<file path="src/rtl/mems_pkg.sv">
// mems_pkg -- shared definitions for the microphone RAM scheduler.
//   N_CH_DEF       default number of microphone channels
//   DEPTH_LOG2_DEF default log2 of per-channel history depth
//   SUM_W          width of the signed delay-and-sum result
//   state_t        frame sequencer states
//   sext_sample    sign-extends one 16-bit sample to SUM_W bits
package mems_pkg;

   localparam int N_CH_DEF       = 6;
   localparam int DEPTH_LOG2_DEF = 7;
   localparam int SUM_W          = 19;
   localparam int SAMPLE_W       = 16;
   localparam int CH_W           = 3;

   typedef enum logic [2:0] {
      IDLE,
      WRITE,
      READ,
      DRAIN,
      DONE
   } state_t;

   function automatic logic [SUM_W-1:0] sext_sample(input logic [SAMPLE_W-1:0] s);
      return {{(SUM_W-SAMPLE_W){s[SAMPLE_W-1]}}, s};
   endfunction

endpackage

</file>
<file path="src/rtl/mic_ram_sched_if.sv">
// mic_ram_sched_if -- single-port sample RAM bus.
//   ram_addr  {channel, slot} address
//   ram_we    write enable
//   ram_wdata write data
//   ram_rdata read data, valid one cycle after the address
// Modports: master (scheduler side), slave (RAM side).
interface mic_ram_sched_if
   import mems_pkg::*;
#(
   parameter int AW = CH_W + DEPTH_LOG2_DEF
);

   logic [AW-1:0]       ram_addr;
   logic                ram_we;
   logic [SAMPLE_W-1:0] ram_wdata;
   logic [SAMPLE_W-1:0] ram_rdata;

   modport master (
      output ram_addr,
      output ram_we,
      output ram_wdata,
      input  ram_rdata
   );

   modport slave (
      input  ram_addr,
      input  ram_we,
      input  ram_wdata,
      output ram_rdata
   );

endinterface

</file>
<file path="src/rtl/mic_delay_table.sv">
// mic_delay_table -- per-channel delay registers with a per-frame snapshot.
//   ck, rst_n        clock, synchronous active-low reset
//   cfg_we_i         table write strobe
//   cfg_ch_i         channel to write; indices >= N_CH are ignored
//   cfg_delay_i      delay in frames
//   cfg_mask_we_i    channel mask write strobe   (MIC_CHANNEL_MASK_EN only)
//   cfg_mask_i       channel mask, 1 = summed    (MIC_CHANNEL_MASK_EN only)
//   take_i           capture the table for a new frame
//   snap_delay_o     delays frozen for the frame in progress
//   snap_mask_o      mask frozen for the frame (all ones without the macro)
// Optional feature macro: MIC_CHANNEL_MASK_EN.
module mic_delay_table
   import mems_pkg::*;
#(
   parameter int N_CH       = N_CH_DEF,
   parameter int DEPTH_LOG2 = DEPTH_LOG2_DEF
) (
   input  logic                                ck,
   input  logic                                rst_n,
   input  logic                                cfg_we_i,
   input  logic [CH_W-1:0]                     cfg_ch_i,
   input  logic [DEPTH_LOG2-1:0]               cfg_delay_i,
`ifdef MIC_CHANNEL_MASK_EN
   input  logic                                cfg_mask_we_i,
   input  logic [N_CH-1:0]                     cfg_mask_i,
`endif
   input  logic                                take_i,
   output logic [N_CH-1:0][DEPTH_LOG2-1:0]     snap_delay_o,
   output logic [N_CH-1:0]                     snap_mask_o
);

   logic [N_CH-1:0][DEPTH_LOG2-1:0] delay_q, delay_d;
   logic [N_CH-1:0][DEPTH_LOG2-1:0] snap_q, snap_d;
   logic [N_CH-1:0]                 hit;

   // Out-of-range channel indices decode to no hit at all.
   always_comb begin
      hit = '0;
      for (int unsigned c = 0; c < N_CH; c++) begin
         hit[c] = cfg_we_i && (cfg_ch_i == CH_W'(c));
      end
   end

   // Snapshot is taken from the post-write table so a write on the
   // frame-start edge is already visible to that frame.
   always_comb begin
      delay_d = delay_q;
      snap_d  = snap_q;
      for (int unsigned c = 0; c < N_CH; c++) begin
         if (hit[c]) delay_d[c] = cfg_delay_i;
      end
      if (take_i) snap_d = delay_d;
   end

   always_ff @(posedge ck) begin
      if (!rst_n) begin
         delay_q <= '0;
         snap_q  <= '0;
      end else begin
         delay_q <= delay_d;
         snap_q  <= snap_d;
      end
   end

   assign snap_delay_o = snap_q;

`ifdef MIC_CHANNEL_MASK_EN
   logic [N_CH-1:0] mask_q, mask_d;
   logic [N_CH-1:0] smask_q, smask_d;

   always_comb begin
      mask_d  = mask_q;
      smask_d = smask_q;
      if (cfg_mask_we_i) mask_d = cfg_mask_i;
      if (take_i) smask_d = mask_d;
   end

   always_ff @(posedge ck) begin
      if (!rst_n) begin
         mask_q  <= '1;
         smask_q <= '1;
      end else begin
         mask_q  <= mask_d;
         smask_q <= smask_d;
      end
   end

   assign snap_mask_o = smask_q;
`else
   assign snap_mask_o = '1;
`endif

endmodule

</file>
<file path="src/rtl/mic_ram_sched.sv">
// mic_ram_sched -- delay-and-sum scheduler over a shared single-port RAM.
// Each frame writes every channel's sample at {c, wr_ptr}, then reads
// {c, wr_ptr - delay[c]} and sums the returned samples into sum_out.
//   ck, rst_n    clock, synchronous active-low reset
//   frame_stb    one-cycle pulse, new frame on mic_data
//   mic_data     signed samples, channel c at [16c+15:16c]
//   cfg_we/cfg_ch/cfg_delay  delay table write port
//   cfg_mask_we/cfg_mask     channel mask write port (MIC_CHANNEL_MASK_EN only)
//   ram          RAM bus (master modport)
//   sum_out      signed sum, held between updates
//   sum_valid    one-cycle pulse when sum_out updates
//   busy         frame sequence in progress
//   overrun      sticky, a frame_stb arrived while busy
// Optional feature macro: MIC_CHANNEL_MASK_EN.
module mic_ram_sched
   import mems_pkg::*;
#(
   parameter int N_CH       = N_CH_DEF,
   parameter int DEPTH_LOG2 = DEPTH_LOG2_DEF
) (
   input  logic                       ck,
   input  logic                       rst_n,
   input  logic                       frame_stb,
   input  logic [SAMPLE_W*N_CH-1:0]   mic_data,
   input  logic                       cfg_we,
   input  logic [CH_W-1:0]            cfg_ch,
   input  logic [DEPTH_LOG2-1:0]      cfg_delay,
`ifdef MIC_CHANNEL_MASK_EN
   input  logic                       cfg_mask_we,
   input  logic [N_CH-1:0]            cfg_mask,
`endif
   mic_ram_sched_if.master            ram,
   output logic [SUM_W-1:0]           sum_out,
   output logic                       sum_valid,
   output logic                       busy,
   output logic                       overrun
);

   localparam int AW = CH_W + DEPTH_LOG2;
   localparam logic [CH_W-1:0] LAST_CH = CH_W'(N_CH - 1);

   state_t                            state_q, state_d;
   logic [CH_W-1:0]                   cnt_q, cnt_d;
   logic [DEPTH_LOG2-1:0]             wr_ptr_q;
   logic [N_CH-1:0][SAMPLE_W-1:0]     samp_q;
   logic                              accept;

   logic [N_CH-1:0][DEPTH_LOG2-1:0]   snap_delay;
   logic [N_CH-1:0]                   snap_mask;

   logic [AW-1:0]                     addr_q, addr_d;
   logic                              we_q, we_d;
   logic [SAMPLE_W-1:0]               wdata_q, wdata_d;
   // Read tag pipeline: *_q tags travel with the address, *v_q with the data.
   logic                              rd_q, rd_d, rdv_q;
   logic                              use_q, use_d, usev_q;
   logic                              last_q, last_d, lastv_q;

   logic [SUM_W-1:0]                  acc_q, sum_q, contrib;
   logic                              sum_valid_q, overrun_q;

   assign accept = frame_stb && (state_q == IDLE);

   mic_delay_table #(
      .N_CH       (N_CH),
      .DEPTH_LOG2 (DEPTH_LOG2)
   ) u_table (
      .ck            (ck),
      .rst_n         (rst_n),
      .cfg_we_i      (cfg_we),
      .cfg_ch_i      (cfg_ch),
      .cfg_delay_i   (cfg_delay),
`ifdef MIC_CHANNEL_MASK_EN
      .cfg_mask_we_i (cfg_mask_we),
      .cfg_mask_i    (cfg_mask),
`endif
      .take_i        (accept),
      .snap_delay_o  (snap_delay),
      .snap_mask_o   (snap_mask)
   );

   // State register
   always_ff @(posedge ck) begin
      if (!rst_n) begin
         state_q <= IDLE;
         cnt_q   <= '0;
      end else begin
         state_q <= state_d;
         cnt_q   <= cnt_d;
      end
   end

   // Next-state logic
   always_comb begin
      state_d = state_q;
      cnt_d   = cnt_q;
      unique case (state_q)
         IDLE: begin
            if (frame_stb) begin
               state_d = WRITE;
               cnt_d   = '0;
            end
         end
         WRITE: begin
            if (cnt_q == LAST_CH) begin
               state_d = READ;
               cnt_d   = '0;
            end else begin
               cnt_d = cnt_q + CH_W'(1);
            end
         end
         READ: begin
            if (cnt_q == LAST_CH) begin
               state_d = DRAIN;
               cnt_d   = '0;
            end else begin
               cnt_d = cnt_q + CH_W'(1);
            end
         end
         DRAIN:   state_d = DONE;
         DONE:    state_d = IDLE;
         default: state_d = IDLE;
      endcase
   end

   // Output logic; RAM-side values are registered one cycle later.
   always_comb begin
      we_d    = 1'b0;
      addr_d  = '0;
      wdata_d = '0;
      rd_d    = 1'b0;
      use_d   = 1'b0;
      last_d  = 1'b0;
      busy    = (state_q != IDLE);
      unique case (state_q)
         WRITE: begin
            we_d    = 1'b1;
            addr_d  = {cnt_q, wr_ptr_q};
            wdata_d = samp_q[cnt_q];
         end
         READ: begin
            rd_d   = 1'b1;
            addr_d = {cnt_q, wr_ptr_q - snap_delay[cnt_q]};
            use_d  = snap_mask[cnt_q];
            last_d = (cnt_q == LAST_CH);
         end
         default: ;
      endcase
   end

   assign contrib = usev_q ? sext_sample(ram.ram_rdata) : '0;

   always_ff @(posedge ck) begin
      if (!rst_n) begin
         addr_q      <= '0;
         we_q        <= 1'b0;
         wdata_q     <= '0;
         rd_q        <= 1'b0;
         use_q       <= 1'b0;
         last_q      <= 1'b0;
         rdv_q       <= 1'b0;
         usev_q      <= 1'b0;
         lastv_q     <= 1'b0;
         samp_q      <= '0;
         wr_ptr_q    <= '0;
         acc_q       <= '0;
         sum_q       <= '0;
         sum_valid_q <= 1'b0;
         overrun_q   <= 1'b0;
      end else begin
         addr_q      <= addr_d;
         we_q        <= we_d;
         wdata_q     <= wdata_d;
         rd_q        <= rd_d;
         use_q       <= use_d;
         last_q      <= last_d;
         rdv_q       <= rd_q;
         usev_q      <= use_q;
         lastv_q     <= last_q;
         sum_valid_q <= 1'b0;

         if (accept) begin
            samp_q <= mic_data;
            acc_q  <= '0;
         end
         if (frame_stb && (state_q != IDLE)) overrun_q <= 1'b1;
         if (state_q == DONE) wr_ptr_q <= wr_ptr_q + DEPTH_LOG2'(1);

         // The last channel's data folds straight into sum_out.
         if (rdv_q) begin
            if (lastv_q) begin
               sum_q       <= acc_q + contrib;
               sum_valid_q <= 1'b1;
               acc_q       <= '0;
            end else begin
               acc_q <= acc_q + contrib;
            end
         end
      end
   end

   assign ram.ram_addr  = addr_q;
   assign ram.ram_we    = we_q;
   assign ram.ram_wdata = wdata_q;
   assign sum_out       = sum_q;
   assign sum_valid     = sum_valid_q;
   assign overrun       = overrun_q;

endmodule

</file>
<file path="src/flat_wrapper.sv">
// flat-port wrapper written by rule: the top's interface ports become plain ports
module mic_ram_sched_flat import mems_pkg::*;
#(
   parameter int N_CH       = N_CH_DEF,
   parameter int DEPTH_LOG2 = DEPTH_LOG2_DEF
)
  (ck, rst_n, frame_stb, mic_data, cfg_we, cfg_ch, cfg_delay, sum_out, sum_valid, busy, overrun, ram_ram_addr, ram_ram_we, ram_ram_wdata, ram_ram_rdata);
  mic_ram_sched_if ram_i ();
  input  logic ck;
  input  logic rst_n;
  input  logic frame_stb;
  input  logic [SAMPLE_W*N_CH-1:0] mic_data;
  input  logic cfg_we;
  input  logic [CH_W-1:0] cfg_ch;
  input  logic [DEPTH_LOG2-1:0] cfg_delay;
  output logic [SUM_W-1:0] sum_out;
  output logic sum_valid;
  output logic busy;
  output logic overrun;
  output wire logic [$bits(ram_i.ram_addr)-1:0] ram_ram_addr;
  output wire logic [$bits(ram_i.ram_we)-1:0] ram_ram_we;
  output wire logic [$bits(ram_i.ram_wdata)-1:0] ram_ram_wdata;
  input wire logic [$bits(ram_i.ram_rdata)-1:0] ram_ram_rdata;
  assign ram_ram_addr = ram_i.ram_addr;
  assign ram_ram_we = ram_i.ram_we;
  assign ram_ram_wdata = ram_i.ram_wdata;
  assign ram_i.ram_rdata = ram_ram_rdata;
  mic_ram_sched #(.N_CH(N_CH), .DEPTH_LOG2(DEPTH_LOG2)) u_core (.ck(ck), .rst_n(rst_n), .frame_stb(frame_stb), .mic_data(mic_data), .cfg_we(cfg_we), .cfg_ch(cfg_ch), .cfg_delay(cfg_delay), .ram(ram_i), .sum_out(sum_out), .sum_valid(sum_valid), .busy(busy), .overrun(overrun));
endmodule
</file>
<file path="config.mk">
export PLATFORM = sky130hd
export DESIGN_NAME = mic_ram_sched_flat
export DESIGN_NICKNAME = d
export VERILOG_FILES = /design/src/rtl/mems_pkg.sv /design/src/rtl/mic_ram_sched_if.sv /design/src/rtl/mic_delay_table.sv /design/src/rtl/mic_ram_sched.sv /design/src/flat_wrapper.sv
export SDC_FILE = /design/constraint.sdc
export NUM_CORES = 1
export LEC_CHECK = 0
export ABC_CLOCK_PERIOD_IN_PS = 6600
export CAP_MARGIN = 5
export CORE_UTILIZATION = 30
export CTS_BUF_LIST = sky130_fd_sc_hd__clkbuf_8
export DETAILED_ROUTE_END_ITERATION = 10
export PLACE_DENSITY = 0.5
export SLEW_MARGIN = 10
export SYNTH_ARGS = -nofsm -noshare
export SYNTH_HDL_FRONTEND = slang
export SYNTH_HIERARCHICAL = 1
export SYNTH_SLANG_ARGS = --single-unit
export TNS_END_PERCENT = 30
</file>
<file path="constraint.sdc">
create_clock -name ck -period 6.6 [get_ports ck]
set_input_delay 0.66 -clock ck [delete_from_list [all_inputs] [get_ports ck]]
set_output_delay 0.66 -clock ck [all_outputs]
set_load 0.02 [all_outputs]
</file>
==> flow_summary.toml <==
[run_status]
status = "finished, final reports clean"

[global_routing]
grt_max_degree = 109
overflow = 0
antenna_found_initial = 9
grt_util_all_layers = 0.1651
grt_pass1_wl_um = 50500
grt_pass1_vias = 9147

[place]
port_buffers = 174
place_hpwl_um = 21830
gp_congestion = 0.8573

[worst_setup_path]
r2r_slack_ns = 2.38
r2r-start = "u_core/cnt_q[2]"
crit_start = "u_core/cnt_q[2]"
start_kind = "flip-flop"
endpoint_kind = "flip-flop"
crit_end = "u_core/ram.ram_addr[6]"
reg2reg_depth = 13
r2r-end = "u_core/ram.ram_addr[6]"
cp_max_fo = 26
crit_required_ns = 7.05
arrival_ns = 4.67
critical_path_class = "reg -> reg"

[yosys]
async_flop_share = 0
synth_top_family_by_area = "compound AO/OA/AOI/OAI gates"
synth_area_leaders = "dfxtp_1, nand2_1, a21boi_0, mux4_2, mux2i_1"
yosys_warnings = 6
synthCells = 1251
ys_seq_area_frac = 0.4589
syn_area_per_cell_um2 = 9.276
netlist_area_mm2 = 0.01160
synth_mux_area_frac = 0.1096
synth_xor_area_frac = 0.02113
synth_compound_area_frac = 0.1711
synth-simple-area-share = 0.1698
yosysTopAreaCellShare = 0.4589
ys_ff_latch = 266
synth_cell_type_count = 59
yosys.area.top_type = "dfxtp_1"
synthFlopType = "dfxtp_1"
synth-adder-area-share = 0.03040
synth_edf_count = 0

[sta]
worst_pin_slew_ns = 1.101
hold_viol_final = 0
fmax_ghz = 0.2369
skew_ns = 0.02741
slew_violations = 0
period_needed_ns = 4.221
rsz0062_at_grt = "false"
tns_ns = 0
slew_headroom = 0.2650
setup_viol = 0
min_period_over_period = 0.6396

[clock_tree]
postCtsHoldBufs = 0
postCtsSetupRepairBufs = 0
clock_latency_ns = 0.58
tritoncts = "done"
h-tree-depth = 2
cts_buffers = 49
clock-sinks = 266
cts.clk_slew.worst_paths_ns = 0.06
clock_path_buffers = 3
cts-root-buf = "clkbuf_8"
cts-resized-gates = 0

[pwr]
p_clk_frac = 0.431
ir_worst_vdd_mv = 0.1195
internal_power_mw = 2.727
finalPower_mw = 3.624
p_seq_frac = 0.469
leakagePower_nw = 5.559
swShare = 0.2475
p_switching_mw = 0.8968
powerDensity_mw_per_mm2 = 247.1
p_comb_frac = 0.100

[routing]
via_per_inst = 4.682
dr.pass1.iters = 4
first_iter_violations = 452
drc_errors = 0
drt_wl_total_um = 32200
ant_nets = 0
wl_per_cell_um = 16.56
vias = 9102

[die]
fp.dieH_um = 198.7
coreArea_mm2 = 0.03784
initial_core_util = 0.3067
die-area_mm2 = 0.03947
num_rows = 71
ios = 175
chipWidth_um = 198.7

[min_path]
hp-class = "reg -> reg"

[layout]
area_growth_pct = 26.35
nNetsFinal = 1549
drive_above_1_share = 0.09644

[flow_run]
cap_viol_max_count = 0
critical path, stage by stage, from the launching register on:
cell and delay (ns):
dfxtp_1 0.39, clkinv_1 0.69, nor2_2 1.14, a22o_1 0.25, ha_1 0.13, inv_1 0.06
fa_1 0.40, a21o_1 0.18, a21oi_1 0.26, o21ai_0 0.16, xor2_1 0.17, o21ai_0 0.09
nand2_1 0.11, o21ai_0 0.07
power groups by stage:
stage          clock network, mW  logic (mW)  registers [mW]
6_report                    1.56       0.361            1.70
5_1_grt                     1.72       0.400            1.71
4_1_cts                     1.63       0.370            1.70
2_1_floorplan                  0       0.219            1.72
3_3_place_gp                   0       0.366            1.73
3_5_place_dp                   0       0.368            1.73
layer usage:
| metal | GRT usage | vias up | wire, um |
|---|---|---|---|
| met5 | 0 | - | 89 |
| met4 | 0.05613 | 14 | 821 |
| met3 | 0.04985 | 61 | 2024 |
| met2 | 0.2682 | 214 | 14830 |
| met1 | 0.2070 | 4223 | 14430 |
| li1 | - | 4590 | - |
placed cells by master (no fill, tap or decap), types with 3 or more instances in the layout:
cell type and instances:
dfxtp_1 265, nand2_1 245, clkdlybuf4s50_1 173, a21boi_0 99, o21ai_0 76, clkbuf_8 65
a21oi_1 63, nor2b_1 48, mux2i_1 45, and2_1 44, nor2_1 33, inv_1 25
mux2_2 25, ha_1 25, mux4_2 24, a22oi_1 24, nand3_1 16, xnor2_1 15
xor2_1 13, a21o_1 12, buf_4 9, o22ai_1 9, nor3_1 8, conb_1 6
nand3b_1 5, clkinv_2 3, a211oi_1 3, a22o_1 3, nand4b_1 3, nor3b_1 3
and4bb_1 3
registers in the layout (all words and copies together), names as in the netlist:
name,flops
u_core/acc_q,19
u_core/cnt_q,3
u_core/last_q,1
u_core/lastv_q,1
u_core/overrun,1
u_core/ram.ram_addr,10
u_core/ram.ram_wdata,16
u_core/ram.ram_we,1
u_core/rd_q,1
u_core/rdv_q,1
u_core/samp_q,96
u_core/state_q,3
u_core/sum_out,19
u_core/sum_valid,1
u_core/u_table/delay_q,42
u_core/u_table/snap_delay_o,42
u_core/use_q,1
u_core/usev_q,1
u_core/wr_ptr_q,7
metrics by stage:
step / utilization / cells / setup slack (ns) / area, um2 / hold WS [ns]
floorplan: - / 1256 / 3.657 / 11620 / 0.4119
global placement: 0.3612 / 1856 / 2.592 / 13670 / 0.4190
detailed placement: 0.3612 / 1856 / 2.416 / 13670 / 0.4193
CTS: 0.3873 / 1942 / 2.411 / 14660 / 0.4329
global route: 0.3874 / 1943 / 1.908 / 14660 / 0.4490
finish: 0.3875 / 1944 / 2.379 / 14660 / 0.4304
cells by family after synthesis:
kind of cell,after synthesis
other,1
buffers and inverters,104
adders and majority gates,27
xor gates and xnor gates,28
and+or+nand+nor,423
AOI/OAI and AO/OA,308
DFF,266
muxes,94
cell type report:
| class | instances | area [um2] |
|---|---|---|
| multi-input cells | 886 | 5859 |
| inverters | 11 | 43.79 |
| clock inverters | 21 | 95.09 |
| well taps | 511 | 639.4 |
| flip-flops and latches | 266 | 5326 |
| diodes | 2 | 5.005 |
| fillers | 3915 | 23180 |
| repair buffers | 182 | 1799 |
| clock buffers | 65 | 894.6 |
synthesized netlist by cell type (5+ instances only):
| master | n |
|---|---|
| dfxtp_1 | 266 |
| nand2_1 | 246 |
| a21boi_0 | 99 |
| o21ai_0 | 76 |
| clkbuf_1 | 66 |
| a21oi_1 | 63 |
| nor2b_1 | 48 |
| mux2i_1 | 45 |
| and2_1 | 44 |
| nor2_1 | 34 |
| ha_1 | 25 |
| mux2_2 | 25 |
| a22oi_1 | 24 |
| mux4_2 | 24 |
| nand3_1 | 16 |
| xnor2_1 | 15 |
| xor2_1 | 13 |
| a21o_1 | 12 |
| buf_4 | 11 |
| inv_1 | 9 |
| o22ai_1 | 9 |
| buf_2 | 8 |
| nor3_1 | 8 |
| buf_1 | 7 |
| nand3b_1 | 5 |
how the worst min path moves through the flow:
stage / slack, ns / startpoint / to / cells past startpoint
3_5_place_dp: 0.42 / u_core/use_q / u_core/usev_q / 1
2_1_floorplan: 0.41 / u_core/last_q / u_core/lastv_q / 1
4_1_cts: 0.43 / u_core/use_q / u_core/usev_q / 1
5_1_grt: 0.45 / u_core/last_q / u_core/lastv_q / 1
6_report: 0.43 / u_core/last_q / u_core/lastv_q / 1
3_3_place_gp: 0.42 / u_core/use_q / u_core/usev_q / 1
(Power assumes the default switching activity.)
